===== config.mk =====
export PLATFORM = sky130hd
export DESIGN_NAME = axis_rti_bin_framer
export DESIGN_NICKNAME = d
export VERILOG_FILES = /design/src/rtl/axis_rti_bin_framer.sv
export SDC_FILE = /design/constraint.sdc
export NUM_CORES = 1
export LEC_CHECK = 0
export CORE_UTILIZATION = 54
export CTS_CLUSTER_DIAMETER = 40
export CTS_CLUSTER_SIZE = 30
export DETAILED_ROUTE_END_ITERATION = 7
export PLACE_DENSITY = 0.91
export SKIP_LAST_GASP = 1
export SYNTH_ARGS = -nofsm -noshare
export SYNTH_HDL_FRONTEND = slang
export SYNTH_SLANG_ARGS = --single-unit

===== constraint.sdc =====
create_clock -name aclk -period 3.9 [get_ports aclk]
set_input_delay 1.17 -clock aclk [delete_from_list [all_inputs] [get_ports aclk]]
set_output_delay 1.17 -clock aclk [all_outputs]
set_load 0.05 [all_outputs]

===== src/rtl/axis_rti_bin_framer.sv =====
// Keeps the first 2^cfg_bins bins of each FFT frame, tags them in tuser with
// {dir, seq, bin} and closes every frame with tlast on its last kept bin.
module axis_rti_bin_framer #(
    parameter int CORDIC_WIDTH = 32,
    parameter int TUSER_WIDTH  = 16,
    parameter int ADDR_WIDTH   = 12
) (
    input  logic                    aclk,
    input  logic                    aresetn,
    input  logic [3:0]              cfg_bins,
    input  logic                    cfg_dual,
    input  logic                    cfg_clr,
    input  logic [CORDIC_WIDTH-1:0] s_axis_tdata,
    input  logic                    s_axis_tvalid,
    input  logic                    s_axis_tlast,
    output logic                    s_axis_tready,
    output logic [CORDIC_WIDTH-1:0] m_axis_tdata,
    output logic [TUSER_WIDTH-1:0]  m_axis_tuser,
    output logic                    m_axis_tvalid,
    output logic                    m_axis_tlast,
    input  logic                    m_axis_tready,
    output logic                    sts_short,
    output logic [15:0]             sts_frames
);

    localparam int SEQ_W = TUSER_WIDTH - ADDR_WIDTH - 1;
    localparam int KW    = 17;
    localparam logic [3:0] BINS_MAX = 4'(ADDR_WIDTH);

    logic [15:0]      bin;
    logic             in_frame;
    logic [KW-1:0]    keep_q;
    logic             dir;
    logic [SEQ_W-1:0] seq;

    logic [3:0]    bins_clamped;
    logic [KW-1:0] keep_eff;
    logic [KW-1:0] bin_ext;
    logic          discard_next;
    logic          accept;
    logic          kept;
    logic          load;
    logic          drain;
    logic          end_bin;
    logic          short_end;

    // The frame-start beat sees the live cfg_bins; later beats use the latched keep.
    assign bins_clamped = (cfg_bins > BINS_MAX) ? BINS_MAX : cfg_bins;
    assign keep_eff     = in_frame ? keep_q : (KW'(1) << bins_clamped);
    assign bin_ext      = {1'b0, bin};

    assign discard_next  = in_frame && (bin_ext >= keep_q);
    assign s_axis_tready = discard_next | ~m_axis_tvalid | m_axis_tready;
    assign accept        = s_axis_tvalid & s_axis_tready;
    assign kept          = bin_ext < keep_eff;
    assign load          = accept & kept;
    assign drain         = m_axis_tvalid & m_axis_tready;
    assign end_bin       = bin_ext == (keep_eff - KW'(1));
    assign short_end     = bin_ext < (keep_eff - KW'(1));

    always_ff @(posedge aclk or negedge aresetn) begin
        if (!aresetn) begin
            m_axis_tvalid <= 1'b0;
            m_axis_tdata  <= '0;
            m_axis_tuser  <= '0;
            m_axis_tlast  <= 1'b0;
        end else if (load) begin
            m_axis_tvalid <= 1'b1;
            m_axis_tdata  <= s_axis_tdata;
            m_axis_tuser  <= {dir, seq, bin[ADDR_WIDTH-1:0]};
            m_axis_tlast  <= end_bin | s_axis_tlast;
        end else if (drain) begin
            m_axis_tvalid <= 1'b0;
            m_axis_tdata  <= '0;
            m_axis_tuser  <= '0;
            m_axis_tlast  <= 1'b0;
        end
    end

    always_ff @(posedge aclk or negedge aresetn) begin
        if (!aresetn) begin
            bin      <= '0;
            in_frame <= 1'b0;
            keep_q   <= KW'(1);
            dir      <= 1'b0;
            seq      <= '0;
        end else if (accept) begin
            if (!in_frame) begin
                keep_q <= keep_eff;
            end
            if (s_axis_tlast) begin
                bin      <= '0;
                in_frame <= 1'b0;
                seq      <= seq + SEQ_W'(1);
                dir      <= cfg_dual & ~dir;
            end else begin
                bin      <= (bin == 16'hFFFF) ? bin : bin + 16'd1;
                in_frame <= 1'b1;
            end
        end
    end

    // A clear coinciding with a frame end counts that frame but leaves sts_short low.
    always_ff @(posedge aclk or negedge aresetn) begin
        if (!aresetn) begin
            sts_short  <= 1'b0;
            sts_frames <= '0;
        end else if (cfg_clr) begin
            sts_short  <= 1'b0;
            sts_frames <= (accept & s_axis_tlast) ? 16'd1 : 16'd0;
        end else if (accept & s_axis_tlast) begin
            sts_frames <= sts_frames + 16'd1;
            if (short_end) begin
                sts_short <= 1'b1;
            end
        end
    end

endmodule

; ---- Word-level counts from Yosys, hierarchy flattened
; Index checks and enable logic that the tools add are counted.
[word_totals]
reg_bits = 105
latch_bits = 0
ram_bits = 0
mem_bits_ro = 0
inputBits = 43
output_inout_bits = 68
word_cells = 60
mem_count = 0
[classes]
add_sub_neg = 4
multipliers = 0
div = 0
order_cmp = 4
n_eq_ne = 3
shift = 1
n_mux = 18
bitwise = 11
reduce_logical = 8
[op_table]
columns = operator, n
row1 = 16-bit 2-to-1 mux, 6
row2 = 32-bit 2-to-1 mux, 2
row3 = 16-bit by 17-bit less-than comparator with 1-bit output, 2
row4 = 16-bit by 1-bit adder with 16-bit output (second input constant), 2
row5 = 16-bit by 17-bit == test with 1-bit output, 1
row6 = 16-bit by 17-bit greater-or-equal comparator with 1-bit output, 1
row7 = 17-bit 2-to-1 mux, 1
row8 = 1-bit by 4-bit left shift with 17-bit output (first input constant), 1
row9 = 17-bit by 1-bit subtractor with 17-bit output (second input constant), 1
row10 = 16-bit == test (second input constant), 1
row11 = 1-bit 2-to-1 mux, 8
row12 = 2-bit AND reduction, 4
row13 = 2-bit nonzero test, 3
row14 = 1-bit AND, 5
row15 = 4-bit > comparator (second input constant), 1
row16 = 4-bit 2-to-1 mux, 1
row17 = 3-bit by 1-bit adder with 3-bit output (second input constant), 1
row18 = 1-bit inverter, 3
row19 = 1-bit bitwise OR, 3
row20 = 2-bit != test (second input constant), 1
row21 = 1-bit logical AND, 1

; ---- Depth between registers and ports, before layout
; Gate-level depths: netlist of run 1.
[depth]
depth_word = 9
mapped_depth = 17
depth_no_buf = 15

; ---- Least setup slack after synthesis of run 1
; Ideal clock, no wire load.
[synth_timing]
path_kind = input port to flip-flop
from = input cfg_bins[2]
to = register sts_short
setup_ps = 77
arrival_time_ps = 4133
t_required_ps = 3823
slack_ps = -311
cell_stages = 15
n_path_buf = 1
cell_sequence = or2_1 buf_2 or3_1 o21a_1 ha_1 o211ai_1 nor2_1 xor2_1 ha_1 a21o_1 a21o_1 a2111oi_0 o2111ai_1 a31o_2 a21oi_1
[synth_via]
elab_chain_cells = 8
[synth_rtl]
columns = item, line_no
row1 = start: declaration, 10  ; input logic [3:0] cfg_bins,
row2 = 4-bit > comparator, 48  ; assign bins_clamped = (cfg_bins > BINS_MAX) ? BINS_MAX : cfg_bins;
row3 = 4-bit 2-to-1 mux (*), 48
row4 = 1-bit by 4-bit left shift with 17-bit output (*), 49  ; assign keep_eff = in_frame ? keep_q : (KW'(1) << bins_clamped);
row5 = 17-bit 2-to-1 mux (*), 49
row6 = 17-bit by 1-bit subtractor with 17-bit output (*), 59  ; assign short_end = bin_ext < (keep_eff - KW'(1));
row7 = 16-bit by 17-bit less-than comparator with 1-bit output (*), 59
row8 = 2-bit nonzero test (no line) (*), --
row9 = 2-bit AND reduction (no line) (*), --
row10 = end signal: assignment, 106  ; sts_short <= 1'b0;
row11 = end signal: assignment, 109  ; sts_short <= 1'b0;
row12 = end signal: assignment, 114  ; sts_short <= 1'b1;
row13 = end: declaration, 22  ; output logic sts_short,
; Every way passes the cells marked *; elsewhere a longest branch is shown, timed or not.
; A chain may end at the register's enable or synchronous reset.

; ---- Final worst setup path of run 1
[layout_timing]
from = input cfg_bins[3]
to = register sts_short
; The elaborated chain is that of the path after synthesis.

==> out/summary.json, run 1 <==
{
  "global_routing": {
    "grtUsageTotal": 0.292,
    "first_global_vias": 5824,
    "antenna_violations_before_repair": 0,
    "overflow": 0,
    "grt_pass1_wl_mm": 29.1,
    "grt_max_degree": 55
  },
  "power": {
    "p_per_area_nw_per_um2": 784,
    "fin_total_pwr_mw": 6.64,
    "vdd_drop_max_v": 0.000631,
    "cellLeakagePower_nw": 3.85,
    "power.share.clock": 0.134,
    "net-switching-power_mw": 3.09,
    "p_comb_frac": 0.624,
    "p_int_mw": 3.55,
    "p_sw_frac": 0.465,
    "power_frac_seq": 0.242
  },
  "sta": {
    "finalCriticalPeriod_ns": 3.85,
    "finalSetupTns_ns": 0,
    "hold_viol_final": 0,
    "setup_violations": 0,
    "skew_ns": 0.0106,
    "post-route-period-util": 0.987,
    "worstMarginPinSlew_ns": 0.718,
    "slew_viol_final": 0,
    "timing_limited_maximum_frequency_mhz": 260,
    "grt_setup_unrepaired": "true",
    "max_slew_margin": 0.521
  },
  "floorplan": {
    "chipHeight_um": 112,
    "placementRows": 39,
    "floorplan.initialDensity": 0.560,
    "pin_count": 111,
    "fp.dieW_um": 112,
    "floorplan.die_area_um2": 12400,
    "design.core.area_um2": 11600
  },
  "route": {
    "route.layer.met1.wl_mm": 7.42,
    "route.detailed.vias_per_inst": 5.91,
    "routed_wirelength_mm": 18.1,
    "route.detailed.wl_per_inst_um": 18.0,
    "dr_wl_met2_mm": 8.99,
    "routed-via-count": 5964,
    "route.detailed.drc": 12,
    "maxUsedRoutingLayer": "met4",
    "dr.pass1.iters": 7,
    "antenna_violating_nets_post_route": 0,
    "detail_route.iter0.violations": 580,
    "length_of_routed_met3_wiring_mm": 1.20
  },
  "setup_path": {
    "r2r.worst_path.cells": 16,
    "timing.rr.start": "in_frame$_DFFE_PN0P_",
    "cp-startpoint": "cfg_bins[3]",
    "critPathRequiredTime_ns": 4.17,
    "critPathCaptureType": "register",
    "critical_path_peak_fanout": 3,
    "rr_endpoint": "sts_short$_DFFE_PN0P_",
    "timing_worst_setup_path_type": "input port to register",
    "worst_setup_path_start_kind": "input port",
    "worst-endpoint-arrival_ns": 4.12,
    "timing.reg2reg.setup_slack_ns": 0.54
  },
  "min_path": {
    "worstHoldStart": "seq[2]$_DFFE_PN0P_",
    "min_delay_worst_type": "register to register",
    "whs_endpoint": "seq[2]$_DFFE_PN0P_",
    "timing.hold.worst_path_depth": 1
  },
  "placement": {
    "port_buffers": 110,
    "post_detail_place_hpwl_mm": 12.5,
    "gp_routability_congestion": 0.917
  },
  "run_status": {
    "status": "finished, violations left",
    "failed_checks": "DRC"
  },
  "flow_run": {
    "max_cap_violations": 0
  },
  "clocking": {
    "tritoncts": "built",
    "ctsLongestPathBuffers": 2,
    "cts.sinks": 105,
    "cts-root-buf": "sky130_fd_sc_hd__clkbuf_16",
    "clkLatencyLatePin_ns": 0.36,
    "tritoncts.num_buffers": 9,
    "path_clk_slew_ns": 0.08,
    "h_tree_lvls": 3
  },
  "finish": {
    "antennaDiodeCount": 0,
    "num-nets-final": 954,
    "area_delta_synth_final_pct": 30.8,
    "layout_cell_share_with_drive_strength_beyond_1": 0.109,
    "fill_cells": 778
  },
  "logic_synthesis": {
    "postSynthRegisterBits": 105,
    "synth.cell_area_um2": 6480,
    "yosys_most_used_dff": "sky130_fd_sc_hd__dfrtp_1",
    "ffs_w_async_s_r_synth": 1.00,
    "syn_avg_cell_area_um2": 9.02,
    "syn-instance-count": 718,
    "synth-edff-count": 0,
    "ys_warn_count": 0,
    "postSynthNetCount": 811,
    "count_of_different_cell_masters_after_synthesis": 57,
    "yosysSeqAreaShare": 0.406
  }
}
[layer usage]
metal / up-vias / track usage
met3: 45 / 0.0626
met1: 2871 / 0.370
met2: 239 / 0.497
met5: - / 0
li1: 2809 / -
met4: 0 / 0.0991
[power by group through the flow]
| stage | Clock (mW) | Sequential (mW) | Combinational, mW |
|---|---|---|---|
| final | 0.892 | 1.61 | 4.14 |
| after global routing | 0.941 | 1.64 | 4.40 |
| after CTS | 0.901 | 1.59 | 3.86 |
| after detailed placement | 0 | 1.61 | 3.78 |
| after global placement | 0 | 1.60 | 3.67 |
| after floorplan | 0 | 2.19 | 1.99 |
[repair_timing]
action                                  in CTS  in global routing
hold buffers                                 0                  0
resized for setup                           18                  5
endpoints found under the setup margin      50                 32
pin swaps                                   11                  6
setup buffers                                2                  1
gates cloned                                 0                  2
[worst max-delay path, cell delays in order]
cell and delay (ns):
sky130_fd_sc_hd__buf_6 0.09, sky130_fd_sc_hd__or2_4 0.25, sky130_fd_sc_hd__or3_4 0.36, sky130_fd_sc_hd__o21a_1 0.19
sky130_fd_sc_hd__ha_2 0.18, sky130_fd_sc_hd__o211ai_1 0.10, sky130_fd_sc_hd__nor2_1 0.09, sky130_fd_sc_hd__xor2_1 0.17
sky130_fd_sc_hd__ha_1 0.29, sky130_fd_sc_hd__a21o_1 0.19, sky130_fd_sc_hd__a21o_1 0.18, sky130_fd_sc_hd__a2111oi_4 0.32
sky130_fd_sc_hd__o2111ai_1 0.16, sky130_fd_sc_hd__a31o_2 0.26, sky130_fd_sc_hd__a21oi_2 0.10
[worst max path at each step]
stage | to | slack (ns)
2_1_floorplan | sts_short$_DFFE_PN0P_ | -0.15
3_3_place_gp | sts_short$_DFFE_PN0P_ | -0.59
3_5_place_dp | sts_short$_DFFE_PN0P_ | -0.62
4_1_cts | sts_short$_DFFE_PN0P_ | -0.03
5_1_grt | sts_short$_DFFE_PN0P_ | -0.12
6_report | sts_short$_DFFE_PN0P_ | 0.05
[synth_stat cells, types with 3 or more instances]
library cell | number | area share
sky130_fd_sc_hd__nand2_1 | 112 | 0.065
sky130_fd_sc_hd__dfrtp_1 | 104 | 0.40
sky130_fd_sc_hd__inv_1 | 73 | 0.042
sky130_fd_sc_hd__ha_1 | 50 | 0.097
sky130_fd_sc_hd__mux2i_1 | 50 | 0.077
sky130_fd_sc_hd__a21oi_1 | 46 | 0.036
sky130_fd_sc_hd__o21ai_0 | 32 | 0.025
sky130_fd_sc_hd__nor2_1 | 22 | 0.013
sky130_fd_sc_hd__clkbuf_1 | 21 | 0.012
sky130_fd_sc_hd__nand3_1 | 17 | 0.013
sky130_fd_sc_hd__o31ai_1 | 15 | 0.017
sky130_fd_sc_hd__nand4_1 | 13 | 0.013
sky130_fd_sc_hd__or4_1 | 13 | 0.015
sky130_fd_sc_hd__nor3_1 | 10 | 0.0077
sky130_fd_sc_hd__or3_1 | 10 | 0.0097
sky130_fd_sc_hd__xnor2_1 | 10 | 0.014
sky130_fd_sc_hd__a21o_1 | 9 | 0.010
sky130_fd_sc_hd__nand2b_1 | 9 | 0.0087
sky130_fd_sc_hd__xor2_1 | 8 | 0.011
sky130_fd_sc_hd__a31oi_1 | 7 | 0.0068
sky130_fd_sc_hd__and2_1 | 7 | 0.0068
sky130_fd_sc_hd__o21a_1 | 7 | 0.0081
sky130_fd_sc_hd__and3_1 | 6 | 0.0058
sky130_fd_sc_hd__and4_1 | 6 | 0.0081
sky130_fd_sc_hd__nor4_1 | 6 | 0.0058
sky130_fd_sc_hd__o31a_1 | 5 | 0.0068
sky130_fd_sc_hd__buf_2 | 4 | 0.0031
sky130_fd_sc_hd__nor2b_1 | 4 | 0.0039
sky130_fd_sc_hd__o211ai_1 | 4 | 0.0046
sky130_fd_sc_hd__buf_1 | 3 | 0.0017
sky130_fd_sc_hd__buf_4 | 3 | 0.0035
[layout make-up]
cell class,instances,area (um2),share of cell area
Clock buffer,10,229,0.0270
Clock inverter,6,58.8,0.00694
Inverter,73,274,0.0324
Multi-Input combinational cell,507,3490,0.412
Sequential cell,105,2630,0.311
Tap cell,143,179,0.0211
Timing Repair Buffer,165,1610,0.190
[state kept, by name (all words and copies together) (netlist names)]
signal and cells:
m_axis_tlast 1, m_axis_tvalid 1, in_frame 1, dir 1, bin 16, sts_short 1
m_axis_tdata 32, sts_frames 16, seq 3, keep_q 17, m_axis_tuser 16
[cells by family after synthesis]
logic type               after synthesis  synth area share
flip-flops                           105             0.406
AO/OA/AOI/OAI                        147             0.146
buffers and inverters                106            0.0663
AND/OR/NAND/NOR                      241             0.182
multiplexers                          50            0.0773
XOR/XNOR                              18            0.0243
adder cells (fa/ha/maj)               51            0.0983
[through the flow]
step           utilization  setup slack, ns  hold slack (ns)  area, um2  cells
6_report             0.732           0.0516            0.511       8470   1009
5_1_grt              0.732           -0.117            0.523       8470   1009
4_1_cts              0.724          -0.0298            0.509       8370   1006
3_5_place_dp         0.696           -0.618            0.493       8040    988
3_3_place_gp         0.696           -0.592            0.460       8040    988
2_1_floorplan            -           -0.147            0.445       6490    718
[placed cells by master, fill, tap and decap left out, drive strengths merged, types with 7 or more instances in the layout]
cell type and instances:
nand2 112, clkdlybuf4s50 104, dfrtp 104, inv 75
buf 57, mux2i 50, ha 50, a21oi 47
o21ai 32, nor2 22, nand3 17, o31ai 16
nand4 13, or4 13, clkbuf 12, xnor2 10
or3 10, nor3 10, a21o 9, nand2b 9
xor2 8, o21a 7, a31oi 7, and2 7
(Power assumes the default switching activity.)
==> run 2, diff against run 1 <==
- MAX_ROUTING_LAYER: default -> met4
==> out/summary.json, run 2 (same netlist as run 1, synthesis figures left out) <==
{
  "clocking": {
    "tritoncts.num_buffers": 9,
    "ctsLongestPathBuffers": 2,
    "h_tree_lvls": 3,
    "path_clk_slew_ns": 0.08,
    "cts-hold-fix-buffers": 0,
    "cts.sinks": 105,
    "cts-root-buf": "sky130_fd_sc_hd__clkbuf_16",
    "clkLatencyLatePin_ns": 0.36,
    "tritoncts": "built"
  },
  "run_status": {
    "failed_checks": "DRC",
    "status": "finished, violations left"
  },
  "route": {
    "detail_route.iter0.violations": 565,
    "routed-via-count": 5993,
    "route.detailed.vias_per_inst": 5.94,
    "routed_wirelength_mm": 18.2,
    "route.detailed.wl_per_inst_um": 18.0,
    "dr.pass1.iters": 8,
    "route.detailed.drc": 12,
    "antenna_violating_nets_post_route": 0
  },
  "global_routing": {
    "antenna_violations_before_repair": 0,
    "grt_max_degree": 55,
    "first_global_vias": 5830,
    "globalRouteMet3Util": 0.0610,
    "grt_pass1_wl_mm": 29.1,
    "busiest_layer_in_global_routing": "met2",
    "grt_util_met1": 0.370,
    "grtUsageTotal": 0.301,
    "groute.layer.met2.usage": 0.498,
    "overflow": 0
  },
  "sta": {
    "finalHoldWorstSlack_ns": 0.510,
    "timing_limited_maximum_frequency_mhz": 259,
    "setup_violations": 0,
    "worstMarginPinSlew_ns": 0.711,
    "skew_ns": 0.0149,
    "hold_viol_final": 0,
    "slew_viol_final": 0,
    "post-route-period-util": 0.990,
    "grt_setup_unrepaired": "true",
    "max_slew_margin": 0.526,
    "finalCriticalPeriod_ns": 3.86,
    "finalWorstSetupSlack_ns": 0.0396
  },
  "setup_path": {
    "timing.critical_path.cells": "buf_6, or2_4, buf_4, buf_4, nor3_2, a21oi_1, ha_1, a21oi_1, o21ai_0, maj3_2, a211oi_2, a21oi_1, a21oi_4, buf_12, clkbuf_16, mux2i_1",
    "critical_path.max_stage_delay_ns": 0.33,
    "critPathCaptureType": "register",
    "r2r.worst_path.cells": 13,
    "critical_path.slowest_cell": "sky130_fd_sc_hd__maj3_2",
    "timing_worst_setup_path_type": "input port to register",
    "rr_endpoint": "m_axis_tdata[11]$_DFFE_PN0P_",
    "critPathRequiredTime_ns": 4.16,
    "critical_path_peak_fanout": 16,
    "timing.reg2reg.setup_slack_ns": 0.57,
    "worst_setup_path_start_kind": "input port",
    "critPathMostFrequentCell": "sky130_fd_sc_hd__a21oi_1",
    "crit_family": "compound AO/OA/AOI/OAI gates",
    "critical_path_buf_inv_count": 5,
    "worst-endpoint-arrival_ns": 4.13,
    "timing.rr.start": "in_frame$_DFFE_PN0P_"
  },
  "finish": {
    "layout.cells.most_common": "sky130_fd_sc_hd__nand2_1",
    "num-nets-final": 954,
    "reg.largest.list": "m_axis_tdata x32, keep_q x17",
    "layout_cell_share_with_drive_strength_beyond_1": 0.109,
    "layout.cells.most_common_list": "sky130_fd_sc_hd__nand2_1, sky130_fd_sc_hd__clkdlybuf4s50_1, sky130_fd_sc_hd__dfrtp_1",
    "post-route-util": 0.732,
    "largest_register_ff_count": 32,
    "largest-register": "m_axis_tdata",
    "area_delta_synth_final_pct": 30.8,
    "final_cell_count_no_fill": 1009,
    "fill_cells": 767,
    "antennaDiodeCount": 0
  },
  "min_path": {
    "timing.hold.worst_path_depth": 1,
    "whs_endpoint": "seq[2]$_DFFE_PN0P_",
    "min_delay_worst_type": "register to register",
    "worstHoldStart": "seq[2]$_DFFE_PN0P_"
  },
  "floorplan": {
    "fp.dieW_um": 112,
    "design.core.area_um2": 11600,
    "placementRows": 39,
    "chipHeight_um": 112,
    "pin_count": 111,
    "floorplan.die_area_um2": 12400,
    "floorplan.initialDensity": 0.560
  },
  "power": {
    "p_int_mw": 3.55,
    "fin_total_pwr_mw": 6.64,
    "power.share.clock": 0.135,
    "vdd_drop_max_v": 0.000617,
    "p_comb_frac": 0.622,
    "net-switching-power_mw": 3.09,
    "p_per_area_nw_per_um2": 784,
    "cellLeakagePower_nw": 3.85,
    "p_sw_frac": 0.465,
    "power_frac_seq": 0.243
  },
  "placement": {
    "post_place_setup_slack_ns": -0.618,
    "placed_cells_incl_taps": 988,
    "gp_routability_congestion": 0.933,
    "port_buffers": 110,
    "post_detail_place_hpwl_mm": 12.5
  },
  "flow_run": {
    "max_cap_violations": 0
  }
}
run 2: cell counts in the layout (fill, tap and decap cells not counted):
No cell type changed its count.
run 2: final cells by class:
| class | instances | area (um2) | area share |
|---|---|---|---|
| Clock buffer | 10 | 229 | 0.0270 |
| Clock inverter | 6 | 58.8 | 0.00694 |
| Sequential cell | 105 | 2630 | 0.311 |
| Timing Repair Buffer | 165 | 1610 | 0.190 |
| Multi-Input combinational cell | 507 | 3490 | 0.412 |
| Tap cell | 143 | 179 | 0.0211 |
| Inverter | 73 | 274 | 0.0324 |
run 2: worst max-delay path by stage:
| stage | cells past startpoint | to | start |
|---|---|---|---|
| floorplan | 15 | sts_short$_DFFE_PN0P_ | cfg_bins[2] |
| global placement | 15 | sts_short$_DFFE_PN0P_ | cfg_bins[1] |
| detailed placement | 15 | sts_short$_DFFE_PN0P_ | cfg_bins[1] |
| CTS | 15 | sts_short$_DFFE_PN0P_ | cfg_bins[3] |
| global route | 16 | sts_short$_DFFE_PN0P_ | cfg_bins[0] |
| finish | 16 | m_axis_tdata[11]$_DFFE_PN0P_ | cfg_bins[3] |
run 2: per-layer routing:
metal	wire length, um	vias to the layer above
met5	0	-
met4	558	0
met3	1100	53
met2	9040	233
met1	7470	2906
li1	-	2801
run 2: repair_timing:
item,4_1_cts,5_1_grt
setup buffers,2,1
pin swaps,11,6
resized for setup,18,5
endpoints found under the setup margin,50,32
cloned,0,2
run 2: stage by stage:
stage          setup TNS, ns  instance area (um2)
4_1_cts              -0.0298                 8370
2_1_floorplan         -0.147                 6490
3_3_place_gp          -21.24                 8040
5_1_grt               -0.167                 8470
6_report                   0                 8470
3_5_place_dp          -24.23                 8040
run 2: power groups by stage:
stage,Combinational [mW],Sequential [mW],Clock [mW]
after floorplan,1.99,2.19,0
after global placement,3.67,1.60,0
after detailed placement,3.78,1.61,0
after CTS,3.86,1.59,0.901
after global routing,4.40,1.65,0.947
final,4.13,1.61,0.896
==> run 3, diff against run 2 <==
- CAP_MARGIN: default -> 20
==> results of run 3 <==
Same layout as run 2: the final DEF is identical, and so are final timing and power.
